===== config.mk =====
export PLATFORM = sky130hd
export DESIGN_NAME = readout_sequencer
export DESIGN_NICKNAME = d
export VERILOG_FILES = /design/src/rtl/readout_sequencer.sv
export SDC_FILE = /design/constraint.sdc
export NUM_CORES = 1
export LEC_CHECK = 0
export BUFFER_PORTS_ARGS = -buffer_cell sky130_fd_sc_hd__buf_2
export CAP_MARGIN = 20
export CORE_MARGIN = 3
export CORE_UTILIZATION = 41
export CTS_CLUSTER_SIZE = 30
export DETAILED_ROUTE_END_ITERATION = 10
export SYNTH_ARGS = -nofsm -noshare
export SYNTH_HDL_FRONTEND = slang
export SYNTH_SLANG_ARGS = --single-unit

===== constraint.sdc =====
create_clock -name clk -period 2.65 [get_ports clk]
set_input_delay 0 -clock clk [delete_from_list [all_inputs] [get_ports clk]]
set_output_delay 0 -clock clk [all_outputs]
set_load 0.01 [all_outputs]

===== src/rtl/readout_sequencer.sv =====
// readout_sequencer: runs one capture-and-readout cycle for the four-channel
// acquisition block. It pulses start_trigger, waits for a fresh data_ready,
// then walks the sample RAM from the pre-trigger start address, with
// wrap-around. The enabled channels' bytes are streamed, channel by channel,
// into the TX byte path over a valid/ready handshake.
// Optional build macro READOUT_HEADER_EN: a two-byte header is sent before the
// sample data. The header is 0xA5 followed by {4'h0, chan_mask}.
module readout_sequencer #(
  parameter int unsigned RAM_WIDTH   = 10,
  parameter int unsigned RAM_LATENCY = 2
) (
  input  logic                 clk,
  input  logic                 rstn,
  input  logic                 cmd_read,
  input  logic                 cmd_abort,
  input  logic [3:0]           chan_mask,
  input  logic [RAM_WIDTH-1:0] nsmp,
  input  logic [RAM_WIDTH-1:0] triggerpoint,
  output logic                 start_trigger,
  input  logic                 data_ready,
  input  logic [RAM_WIDTH-1:0] wraddress_triggerpoint,
  output logic                 rden,
  output logic [RAM_WIDTH-1:0] rdaddress,
  input  logic [31:0]          ram_q,
  output logic [7:0]           tx_data,
  output logic                 tx_valid,
  input  logic                 tx_ready,
  output logic                 busy,
  output logic                 done
);

  localparam int unsigned CW = RAM_WIDTH + 1;
  localparam int unsigned LW = (RAM_LATENCY < 2) ? 1 : $clog2(RAM_LATENCY + 1);

  typedef enum logic [2:0] {
    IDLE,
    ARM,
    WAIT_READY,
`ifdef READOUT_HEADER_EN
    HDR,
`endif
    ADDR,
    RDWAIT,
    SEND,
    DONE
  } state_t;

  state_t state, state_d;

  logic [3:0]           rem_mask;
  logic [RAM_WIDTH-1:0] nsmp_q;
  logic [RAM_WIDTH-1:0] trig_q;
  logic [RAM_WIDTH-1:0] start_addr;
  logic [RAM_WIDTH-1:0] cur;
  logic [CW-1:0]        smp_cnt;
  logic [LW-1:0]        lat_cnt;
`ifdef READOUT_HEADER_EN
  logic [3:0]           mask_q;
  logic                 hdr_idx;
`endif

  logic [1:0] ch;
  logic [3:0] rem_next;
  logic       last_smp;
  logic       lat_done;
  logic       empty_job;

  function automatic logic [1:0] low_ch(input logic [3:0] m);
    logic [1:0] r;
    logic       found;
    r     = 2'd0;
    found = 1'b0;
    for (int unsigned i = 0; i < 4; i++) begin
      if (m[i] && !found) begin
        r     = 2'(i);
        found = 1'b1;
      end
    end
    return r;
  endfunction

  // Channel selection and the end-of-channel / end-of-latency conditions.
  always_comb begin
    ch        = low_ch(rem_mask);
    rem_next  = rem_mask & ~(4'b0001 << ch);
    last_smp  = (smp_cnt + CW'(1)) == {1'b0, nsmp_q};
    lat_done  = lat_cnt == LW'(RAM_LATENCY - 1);
    empty_job = (rem_mask == '0) || (nsmp_q == '0);
  end

  // State register.
  always_ff @(posedge clk or negedge rstn) begin
    if (!rstn) state <= IDLE;
    else       state <= state_d;
  end

  // Next-state logic; abort overrides every transition, including a start in IDLE.
  always_comb begin
    state_d = state;
    if (cmd_abort) begin
      state_d = IDLE;
    end else begin
      unique case (state)
        IDLE:       if (cmd_read) state_d = ARM;
        ARM:        if (!data_ready) state_d = WAIT_READY;
`ifdef READOUT_HEADER_EN
        WAIT_READY: if (data_ready) state_d = HDR;
        HDR:        if (tx_ready && hdr_idx) state_d = empty_job ? DONE : ADDR;
`else
        WAIT_READY: if (data_ready) state_d = empty_job ? DONE : ADDR;
`endif
        ADDR:       state_d = RDWAIT;
        RDWAIT:     if (lat_done) state_d = SEND;
        SEND: begin
          if (tx_ready) state_d = (last_smp && (rem_next == '0)) ? DONE : ADDR;
        end
        DONE:       state_d = IDLE;
        default:    state_d = IDLE;
      endcase
    end
  end

  // Moore outputs decoded from the current state.
  always_comb begin
    busy      = state != IDLE;
    done      = state == DONE;
    rden      = state == ADDR;
    rdaddress = (state == ADDR) ? cur : '0;
`ifdef READOUT_HEADER_EN
    tx_valid  = (state == SEND) || (state == HDR);
`else
    tx_valid  = state == SEND;
`endif
  end

  // Datapath: command latching, address walk, sample counting and TX byte register.
  always_ff @(posedge clk or negedge rstn) begin
    if (!rstn) begin
      start_trigger <= 1'b0;
      tx_data       <= '0;
      rem_mask      <= '0;
      nsmp_q        <= '0;
      trig_q        <= '0;
      start_addr    <= '0;
      cur           <= '0;
      smp_cnt       <= '0;
      lat_cnt       <= '0;
`ifdef READOUT_HEADER_EN
      mask_q        <= '0;
      hdr_idx       <= 1'b0;
`endif
    end else begin
      start_trigger <= 1'b0;
      if (cmd_abort) begin
        tx_data <= '0;
      end else begin
        case (state)
          IDLE: begin
            if (cmd_read) begin
              rem_mask      <= chan_mask;
              nsmp_q        <= nsmp;
              trig_q        <= triggerpoint;
              start_trigger <= 1'b1;
`ifdef READOUT_HEADER_EN
              mask_q        <= chan_mask;
`endif
            end
          end
          WAIT_READY: begin
            if (data_ready) begin
              start_addr <= wraddress_triggerpoint - trig_q;
              cur        <= wraddress_triggerpoint - trig_q;
              smp_cnt    <= '0;
`ifdef READOUT_HEADER_EN
              tx_data    <= 8'hA5;
              hdr_idx    <= 1'b0;
`endif
            end
          end
`ifdef READOUT_HEADER_EN
          HDR: begin
            if (tx_ready && !hdr_idx) begin
              tx_data <= {4'h0, mask_q};
              hdr_idx <= 1'b1;
            end
          end
`endif
          ADDR: lat_cnt <= '0;
          RDWAIT: begin
            if (lat_done) tx_data <= ram_q[{ch, 3'b000} +: 8];
            else          lat_cnt <= lat_cnt + LW'(1);
          end
          SEND: begin
            if (tx_ready) begin
              // End of a channel rewinds to the shared start address for the next lane.
              if (last_smp) begin
                smp_cnt  <= '0;
                cur      <= start_addr;
                rem_mask <= rem_next;
              end else begin
                smp_cnt <= smp_cnt + CW'(1);
                cur     <= cur + RAM_WIDTH'(1);
              end
            end
          end
          default: ;
        endcase
      end
    end
  end

endmodule

==> reports/metrics.csv, run 1 <==
stage;metric;value;unit
critical_path;CP peak stage delay;440;ps
detailed_routing;via count;4220;
grt;GR Util All Layers;0.206;
detailed_routing;Final ANT Viol Nets;0;
cts;Worst-path clk slew;70;ps
grt;layer with the highest usage;met2;
logic_synthesis;Mapped Cells;511;
sta;number of setup violations in the final report;0;
grt;pin count of the biggest net entering global routing;42;
die;die height;110;µm
logic_synthesis;number of synthesized flops with an enable pin;0;
detailed_routing;initial drt markers;258;
sta;hold_ws;58.5;ps
finish;Layout area overhead;27.7;%
power;Pwr Density;878;mW/mm²
cts;clk_lat worst skew;350;ps
finish;Filler Cell Count;987;
critical_path;CP Class;flip-flop to flip-flop;
power;Total Power;0.00497;W
detailed_routing;WL/cell;15.3;µm
die;Starting Density;0.426;
placed_design;placed instance area;0.00512;mm²
cts;clock root buffer;clkbuf_8;
finish;final instance area;0.00566;mm²
placed_design;placer congestion estimate;0.933;
detailed_routing;detailed-route wire length;11900;µm
critical_path;Worst path slowest cell;dfrtp_1;
sta;fmax;0.403;GHz
placed_design;dpl hpwl;8850;µm
cts;total CTS buffers;9;
critical_path;CP required;2920;ps
sta;setup ws final;166;ps
sta;Worst-Margin Slew;722;ps
critical_path;Worst Path Max Fanout;27;
finish;share of cells above drive strength 1;0.246;
die;Die Width;110;µm
critical_path;Crit. End Element;flip-flop;
cts;clk buf depth;2;
logic_synthesis;Yosys reg bits;69;
placed_design;PortBufs;94;
outcome;run status;finished clean;
die;Core Area;0.0104;mm²
power;LEAKAGE;2.76;nW
grt;routing usage on met2;0.312;
die;Site Rows;37;
sta;crit share post-route;0.937;
detailed_routing;Post-route DRC;0;
critical_path;Top Family by Delay on Critical Path;compound AO/OA/AOI/OAI gates;
cts;CTS tree;yes;
run;Max Cap Viol;0;
sta;Max transition margin;0.518;
finish;fin nets;722;
sta;RSZ-0062 raised after global routing;no;
sta;setup tns final;0;ps
power;maximum VDD drop;394;µV
critical_path;critical-path cell list;ha_1, xnor2_1, o221ai_1, a211o_1, nor4b_4, nand3_2, buf_12, mux2i_1, a211oi_2;
logic_synthesis;Cell variety after synth;61;
logic_synthesis;Syn. warnings;0;
cts;clk sinks;69;
die;num ports;95;
placed_design;dpl ws;127;ps
logic_synthesis;Mapped Area;0.00443;mm²
logic_synthesis;Seq/Total Area, Yosys;0.389;
die;die area;0.0121;mm²
sta;min Tclk post-route;2480;ps
grt;vias in the first global route;3987;
grt;total gr overflow;0;
sta;Setup Skew;5.67;ps
sta;Final Max Slew Viols;0;
grt;global-route wire length before repair;19500;µm
critical_path;CP Launch Type;flip-flop;
worst_hold_path;HP Class;primary input to flip-flop;
detailed_routing;Avg Vias per Cell;5.42;
logic_synthesis;async set-reset flop share out of synthesis;1.00;
critical_path;WP data arrival;2760;ps
finish;# diodes;0;
logic_synthesis;Post-synth top flop;dfrtp_1;
detailed_routing;Initial DRT Pass Iterations;5;
sta;final hold vios;0;
logic_synthesis;Mapped Nets;596;
grt;GRT met3 Usage;0.0250;
cts;H-tree Lvls;3;
grt;initial antenna violation count;0;
grt;met1 Use GR;0.306;
critical_path;Buf/Inv on CP;1;
logic_synthesis;average size of a mapped cell;8.68;µm²
-- per-stage QoR --
stage               std cells   util
finish                    778  0.544
global route              778  0.544
CTS                       776  0.540
detailed placement        734  0.492
global placement          734  0.492
floorplan                 511      -
-- flip-flops by register name (all words and copies together) (netlist names) --
signal and count:
cur 10, lat_cnt 2, nsmp_q 10, rem_mask 4, smp_cnt 11, start_addr 10, start_trigger 1, state 3
trig_q 10, tx_data 8
-- layout make-up --
class | instances | area (µm²) | share of cell area
multi-input cells | 388 | 2500 | 0.441
clock buffers | 13 | 179 | 0.0316
flip-flops and latches | 69 | 1730 | 0.306
inverters | 27 | 101 | 0.0179
well taps | 136 | 170 | 0.0300
clock inverters | 3 | 65.1 | 0.0115
repair buffers | 142 | 921 | 0.163
-- repair_timing --
action / 4_1_cts / 5_1_grt
resized for setup: 0 / 8
endpoints found under the hold margin: 53 / 0
setup buffers: 0 / 2
hold buffers: 26 / 0
endpoints found under the setup margin: 0 / 20
-- cell usage in the layout, fill, tap and decap left out, types with 14 or more instances in the layout --
cell           instances
a21oi_1               14
nor2_1                29
mux2i_1               16
buf_2                 94
buf_4                 20
nand2_1              103
inv_1                 27
o21ai_0               38
nand3_1               18
dlygate4sd3_1         26
dfrtp_1               65
-- where the power goes --
group          internal [W]  leakage (nW)  switching (W)  total [W]
Combinational      0.000977          1.76        0.00109    0.00207
Clock              0.000632         0.126       0.000407    0.00104
Sequential          0.00143         0.880       0.000431    0.00186
Total               0.00304          2.76        0.00193    0.00497
-- synthesized netlist by cell type, types with 2 or more instances --
cell         n  area share
o31a_1       3      0.0059
nand2_1    103       0.087
a22oi_1      6       0.010
buf_4        3      0.0051
buf_2        4      0.0045
nor4_1       3      0.0042
mux2i_1     16       0.036
and3_1       5      0.0071
or2_2        3      0.0042
a21oi_1     14       0.016
inv_1       27       0.023
nand4_1     11       0.016
xnor2_1     13       0.026
nand3_2      2      0.0045
o2111ai_1    2      0.0040
and2_1      10       0.014
nor2b_1      6      0.0085
nor2_1      29       0.025
or3_1        7      0.0099
nor3_1       7      0.0079
nand3_1     18       0.020
o21ai_0     38       0.043
o31ai_1      3      0.0051
o311ai_0     2      0.0040
o211ai_1     4      0.0068
clkbuf_1    17       0.014
mux4_2       8       0.041
dfrtp_1     69        0.39
ha_1        12       0.034
a21o_1       3      0.0051
a22o_1       8       0.016
xor2_1       7       0.014
o21a_1       5      0.0085
o22ai_1      3      0.0042
o311ai_1     2      0.0040
o221ai_1     5      0.0099
a31oi_1      9       0.013
-- path summary, 6_finish.rpt --
kind                                                 from       endpoint  slack, ps  depth (start not counted)
worst max-delay path                           smp_cnt[1]         cur[8]        170                          9
worst min-delay path            wraddress_triggerpoint[0]  start_addr[0]         60                          4
worst max register to register                 smp_cnt[1]         cur[8]        170                          9
worst min register to register              start_addr[5]  start_addr[5]        480                          2
max in group asynchronous                            rstn     smp_cnt[2]       1730                          3
min in group asynchronous                            rstn         cur[2]        240                          2
-- cell families after synthesis --
family / after synthesis / share of synthesized area
AOI/OAI and AO/OA: 116 / 0.174
DFF: 69 / 0.389
muxes: 24 / 0.0767
adders and majority gates: 13 / 0.0384
buffers and inverters: 54 / 0.0514
and+or+nand+nor: 215 / 0.231
xor gates and xnor gates: 20 / 0.0395
-- metal layers --
layer	wire length, µm	part of all wire	vias up
met3	645	0.054	17
met1	5710	0.48	1982
met4	191	0.016	0
li1	-	-	2072
met5	0	0	-
met2	5370	0.45	149
-- worst reg2reg max path, delay by kind of cell (launching register included) --
kind / cells / cell delay, ps
buffers and inverters: 1 / 210
and+or+nand+nor: 2 / 450
DFF: 1 / 440
xor gates and xnor gates: 1 / 170
adders and majority gates: 1 / 320
muxes: 1 / 150
AOI/OAI and AO/OA: 3 / 670
No activity file was read; power rests on OpenSTA's default activity.
==> inputs of run 2 (changes only) <==
--- a/config.mk
+++ b/config.mk
@@ -11,6 +11,7 @@
 export CORE_UTILIZATION = 41
 export CTS_CLUSTER_SIZE = 30
 export DETAILED_ROUTE_END_ITERATION = 10
+export PLACE_DENSITY = 0.69
 export SYNTH_ARGS = -nofsm -noshare
 export SYNTH_HDL_FRONTEND = slang
 export SYNTH_SLANG_ARGS = --single-unit
==> reports/metrics.csv, run 2 (synthesis gave the netlist of run 1 again) <==
stage;metric;value;unit;change
sta;Final Max Slew Viols;0;;unchanged
finish;most common cell after layout, fill and taps aside;nand2_1;;
sta;crit share post-route;0.936;;-0.00107
sta;final hold vios;0;;unchanged
detailed_routing;Final ANT Viol Nets;0;;unchanged
placed_design;dpl hpwl;9140;µm;+3.2%
cts;Worst-path clk slew;70;ps;about the same
placed_design;placer congestion estimate;1.02;;+9.1%
sta;setup ws final;169;ps;+2.83 ps
sta;number of setup violations in the final report;0;;unchanged
finish;max FFs per register;11;;unchanged
power;clock network power share;0.162;;-0.047
cts;clk sinks;69;;unchanged
cts;H-tree Lvls;3;;unchanged
detailed_routing;via count;4296;;+1.8%
worst_hold_path;HP Class;primary input to flip-flop;;
grt;pin count of the biggest net entering global routing;36;;-14%
outcome;run status;finished clean;;
sta;setup tns final;0;ps;unchanged
detailed_routing;initial drt markers;277;;+7.4%
cts;clock root buffer;clkbuf_8;;
cts;clk_lat worst skew;360;ps;about the same
finish;# diodes;0;;unchanged
finish;Most flops, register;smp_cnt;;
die;num ports;95;;unchanged
grt;global-route wire length before repair;20700;µm;+6.0%
grt;GR Util All Layers;0.219;;+0.0124
power;Comb pwr share;0.450;;+0.034
power;Psw;0.00195;W;+1.1%
critical_path;WP data arrival;2710;ps;-50 ps
grt;total gr overflow;0;;unchanged
power;Sw Share;0.410;;+0.0220
sta;Setup Skew;8.95;ps;+3.28 ps
finish;final instance area;0.00556;mm²;-1.8%
sta;Worst-Margin Slew;878;ps;+156 ps
placed_design;dpl ws;81.8;ps;-45.5 ps
critical_path;CP Launch Type;flip-flop;;
cts;CTS tree;yes;;
critical_path;R2R setup slack;170;ps;about the same
detailed_routing;Initial DRT Pass Iterations;5;;unchanged
power;cell-internal power;0.00280;W;-7.8%
sta;Max transition margin;0.410;;-0.108
finish;fin nets;720;;-0.28%
power;LEAKAGE;2.71;nW;-1.7%
die;Site Rows;37;;unchanged
finish;share of cells above drive strength 1;0.232;;-0.0141
die;Core Area;0.0104;mm²;unchanged
placed_design;PortBufs;94;;unchanged
critical_path;Worst Path Max Fanout;11;;-59%
critical_path;CP required;2880;ps;-40 ps
detailed_routing;Avg Vias per Cell;5.55;;+2.3%
die;die height;110;µm;unchanged
detailed_routing;Post-route DRC;0;;unchanged
grt;initial antenna violation count;0;;unchanged
sta;RSZ-0062 raised after global routing;no;;
critical_path;Crit. End Element;flip-flop;;
power;Sequential Power Share;0.388;;+0.013
die;Die Width;110;µm;unchanged
finish;most frequent cells in the layout;103 x nand2_1, 94 x buf_2, 68 x dfrtp_1;;
cts;total CTS buffers;9;;unchanged
run;Max Cap Viol;0;;unchanged
grt;vias in the first global route;4304;;+8.0%
detailed_routing;detailed-route wire length;12400;µm;+4.4%
placed_design;placed instance area;0.00512;mm²;-0.15%
die;die area;0.0121;mm²;unchanged
critical_path;CP Class;flip-flop to flip-flop;;
detailed_routing;WL/cell;16.1;µm;+5.0%
sta;min Tclk post-route;2480;ps;-2.83 ps
sta;hold_ws;61.4;ps;+2.86 ps
sta;fmax;0.403;GHz;+0.11%
cts;clk buf depth;2;;unchanged
power;maximum VDD drop;303;µV;-23%
die;Starting Density;0.426;;unchanged
power;Pwr Density;855;mW/mm²;-2.6%
finish;Layout area overhead;25.4;%;
finish;Util after Layout;0.534;;-0.00985
## run 2: cell count changes in the layout (fill, tap and decap cells not counted), sizes merged
cell	previous run	this run
buf	116	114
bufinv	2	0
clkbuf	13	12
clkinv	1	2
## run 2: worst max-delay path, stage by stage, from the launching register on
cell and delay [ps]:
dfrtp_2 470, and3_1 320, a21boi_0 170, or3_1 430, a32oi_2 270, nand3_2 160
buf_4 180, o311ai_1 250, nand2_1 100
## run 2: metal layers
layer	up-vias	global-route usage	routed length, µm
li1	2068	-	-
met1	2058	0.286	5520
met2	152	0.365	6050
met3	18	0.0437	690
met4	0	0.0695	188
met5	-	0	0
## run 2: timing repair
item,in CTS,in global routing
endpoints found under the setup margin,0,21
setup buffers,0,1
hold buffers,26,0
hold endpoints to repair,59,0
gates resized for setup,0,5
## run 2: cell type report
| class | instances | area (µm²) |
|---|---|---|
| Fill cell | 960 | 4850 |
| Multi-Input combinational cell | 388 | 2490 |
| Sequential cell | 69 | 1730 |
| Timing Repair Buffer | 140 | 906 |
| Tap cell | 136 | 170 |
| Clock buffer | 12 | 155 |
| Inverter | 27 | 101 |
| Clock inverter | 2 | 10.0 |
## run 2: power groups by stage
stage               clock [W]  combinational, W  sequential [W]
global route         0.000837           0.00243         0.00191
CTS                  0.000788           0.00213         0.00183
global placement            0           0.00200         0.00183
detailed placement          0           0.00208         0.00185
finish               0.000770           0.00214         0.00185
floorplan                   0           0.00162         0.00170
## run 2: per-stage QoR
step                cells  power [W]
global route          774    0.00517
CTS                   773    0.00475
global placement      733    0.00384
finish                774    0.00475
floorplan             511    0.00331
detailed placement    733    0.00393
## run 2: path summary, 6_finish.rpt
path | endpoint | from | depth (start not counted)
min reg2reg | start_addr[6] | start_addr[6] | 2
min in group asynchronous | cur[5] | rstn | 2
max in group asynchronous | smp_cnt[2] | rstn | 3
max reg2reg | rem_mask[2] | smp_cnt[2] | 8
max | rem_mask[2] | smp_cnt[2] | 8
min | smp_cnt[10] | tx_ready | 4
==> inputs of run 3 (changes only) <==
--- a/config.mk
+++ b/config.mk
@@ -8,10 +8,12 @@
 export BUFFER_PORTS_ARGS = -buffer_cell sky130_fd_sc_hd__buf_2
 export CAP_MARGIN = 20
 export CORE_MARGIN = 3
-export CORE_UTILIZATION = 41
+export CORE_UTILIZATION = 55
 export CTS_CLUSTER_SIZE = 30
 export DETAILED_ROUTE_END_ITERATION = 10
-export PLACE_DENSITY = 0.69
+export GPL_TIMING_DRIVEN = 0
+export PLACE_DENSITY = 0.86
+export REMOVE_ABC_BUFFERS = 1
 export SYNTH_ARGS = -nofsm -noshare
 export SYNTH_HDL_FRONTEND = slang
 export SYNTH_SLANG_ARGS = --single-unit
==> reports/metrics.csv, run 3 (synthesis gave the netlist of run 1 again) <==
stage;metric;value;unit;change
detailed_routing;initial drt markers;642;;+130%
sta;Worst-Margin Slew;957;ps;+78.3 ps
sta;min Tclk post-route;2650;ps;+173 ps
detailed_routing;via count;4652;;+8.3%
finish;most common cell after layout, fill and taps aside;nand2_1;;
cts;clk_lat worst skew;350;ps;about the same
cts;clk buf depth;2;;unchanged
power;Sequential Power Share;0.378;;-0.010
critical_path;CP Class;flip-flop to flip-flop;;
sta;fmax;0.377;GHz;-6.5%
sta;hold_ws;78.5;ps;+17.1 ps
outcome;failing checks;negative setup slack;;
finish;final instance area;0.00559;mm²;+0.54%
critical_path;Buf/Inv on CP;2;;+1
cts;H-tree Lvls;3;;unchanged
cts;clock root buffer;clkbuf_8;;
sta;setup ws final;-3.73;ps;-173 ps
sta;setup tns final;-3.73;ps;-3.73 ps
die;Site Rows;32;;-14%
grt;total gr overflow;0;;unchanged
power;clock network power share;0.176;;+0.014
detailed_routing;Final ANT Viol Nets;0;;unchanged
power;maximum VDD drop;424;µV;+40%
sta;Final Max Slew Viols;0;;unchanged
critical_path;CP peak stage delay;480;ps;about the same
outcome;run status;finished, violations left;;
finish;max FFs per register;11;;unchanged
critical_path;CP required;2880;ps;about the same
detailed_routing;Initial DRT Pass Iterations;6;;+1
cts;clk sinks;69;;unchanged
sta;number of setup violations in the final report;1;;+1
sta;final hold vios;0;;unchanged
critical_path;critical-path cell list;ha_2, nand4_1, o311a_1, nor4b_4, buf_6, nand3_4, buf_4, o311ai_1, nand2_1;;
cts;CTS tree;yes;;
detailed_routing;metal3 WL;1320;µm;+92%
power;Sw Share;0.422;;+0.0118
detailed_routing;Post-route DRC;0;;unchanged
die;Starting Density;0.571;;+0.145
detailed_routing;detailed-route wire length;13500;µm;+8.6%
worst_hold_path;HP Class;primary input to flip-flop;;
sta;crit share post-route;1.00;;+0.0652
placed_design;placer congestion estimate;0.916;;-10%
sta;Max transition margin;0.359;;-0.0512
sta;Setup Skew;10.9;ps;+1.95 ps
grt;vias in the first global route;4474;;+3.9%
critical_path;WP data arrival;2880;ps;+170 ps
detailed_routing;wire length on met2;6710;µm;+11%
die;Die Width;95.8;µm;-13%
finish;Most flops, register;smp_cnt;;
finish;share of cells above drive strength 1;0.253;;+0.0212
critical_path;Worst path slowest cell;o311a_1;;
critical_path;Crit. End Element;flip-flop;;
grt;GR Util All Layers;0.295;;+0.0759
grt;global-route wire length before repair;20900;µm;+0.97%
detailed_routing;Avg Vias per Cell;6.29;;+13%
placed_design;dpl cells;680;;-7.2%
finish;most frequent cells in the layout;103 x nand2_1, 93 x buf_2, 62 x dfrtp_1;;
placed_design;placed instance area;0.00491;mm²;-4.1%
detailed_routing;WL/cell;18.3;µm;+14%
critical_path;Worst Path Max Fanout;8;;-3
power;cell-internal power;0.00289;W;+3.2%
grt;pin count of the biggest net entering global routing;70;;+94%
die;num ports;95;;unchanged
power;LEAKAGE;2.67;nW;-1.6%
die;die area;0.00918;mm²;-24%
cts;total CTS buffers;9;;unchanged
power;Pwr Density;896;mW/mm²;+4.8%
finish;fin cells;739;;-4.5%
run;Max Cap Viol;0;;unchanged
placed_design;PortBufs;94;;unchanged
finish;Layout area overhead;26.1;%;
critical_path;Top Family by Delay on Critical Path;compound AO/OA/AOI/OAI gates;;
cts;Worst-path clk slew;80;ps;about the same
finish;fin nets;716;;-0.56%
placed_design;dpl hpwl;8370;µm;-8.5%
detailed_routing;uppermost routed layer;met4;;
die;die height;95.8;µm;-13%
critical_path;CP Launch Type;flip-flop;;
power;Psw;0.00211;W;+8.4%
detailed_routing;wl on met1;4910;µm;-11%
grt;initial antenna violation count;0;;unchanged
power;Comb pwr share;0.447;;-0.003
die;Core Area;0.00777;mm²;-25%
[run 3: stage by stage]
step                 util  total power, W  worst slack (ps)
floorplan               -         0.00327             -59.9
global placement    0.632         0.00370              -664
detailed placement  0.632         0.00383              -766
CTS                 0.702         0.00481              22.4
global route        0.720         0.00535             -77.3
finish              0.720         0.00501             -3.73
[run 3: repair_timing]
action	4_1_cts	5_1_grt
hold buffers	26	0
hold endpoints to repair	94	0
resized for setup	7	17
pin swaps	3	2
gates cloned	1	1
setup endpoints to repair	24	46
buffers inserted	3	11
[run 3: final timing paths]
check / start / end / slack [ps] / cells past startpoint
worst max-delay path: smp_cnt[0] / rem_mask[1] / -4 / 9
worst min-delay path: ram_q[27] / tx_data[3] / 80 / 3
worst max register to register: smp_cnt[0] / rem_mask[1] / -4 / 9
worst min register to register: start_addr[9] / start_addr[9] / 480 / 2
max in group asynchronous: rstn / smp_cnt[4] / 1720 / 2
min in group asynchronous: rstn / nsmp_q[7] / 320 / 2
[run 3: cell type report]
class | count | area, µm²
Sequential cell | 69 | 1740
Timing Repair inverter | 1 | 7.51
Multi-Input combinational cell | 389 | 2560
Fill cell | 564 | 2180
Clock buffer | 12 | 145
Inverter | 27 | 109
Clock inverter | 4 | 47.5
Timing Repair Buffer | 134 | 855
Antenna cell | 1 | 2.50
Tap cell | 102 | 128
[run 3: per-layer routing]
metal	global-route usage	vias up
met1	0.360	2180
met2	0.497	324
met5	0	-
met4	0.139	0
li1	-	2071
met3	0.0610	77
[run 3: tightest hold or removal path: stages]
cell	delay (ps)
buf_2	70
mux4_2	210
a22o_1	110
[run 3: power by group through the flow]
stage / sequential [W] / combinational, W / clock (W)
final: 0.00189 / 0.00224 / 0.000881
after global routing: 0.00194 / 0.00247 / 0.000937
after CTS: 0.00185 / 0.00207 / 0.000884
after detailed placement: 0.00187 / 0.00196 / 0
after global placement: 0.00185 / 0.00185 / 0
after floorplan: 0.00175 / 0.00152 / 0
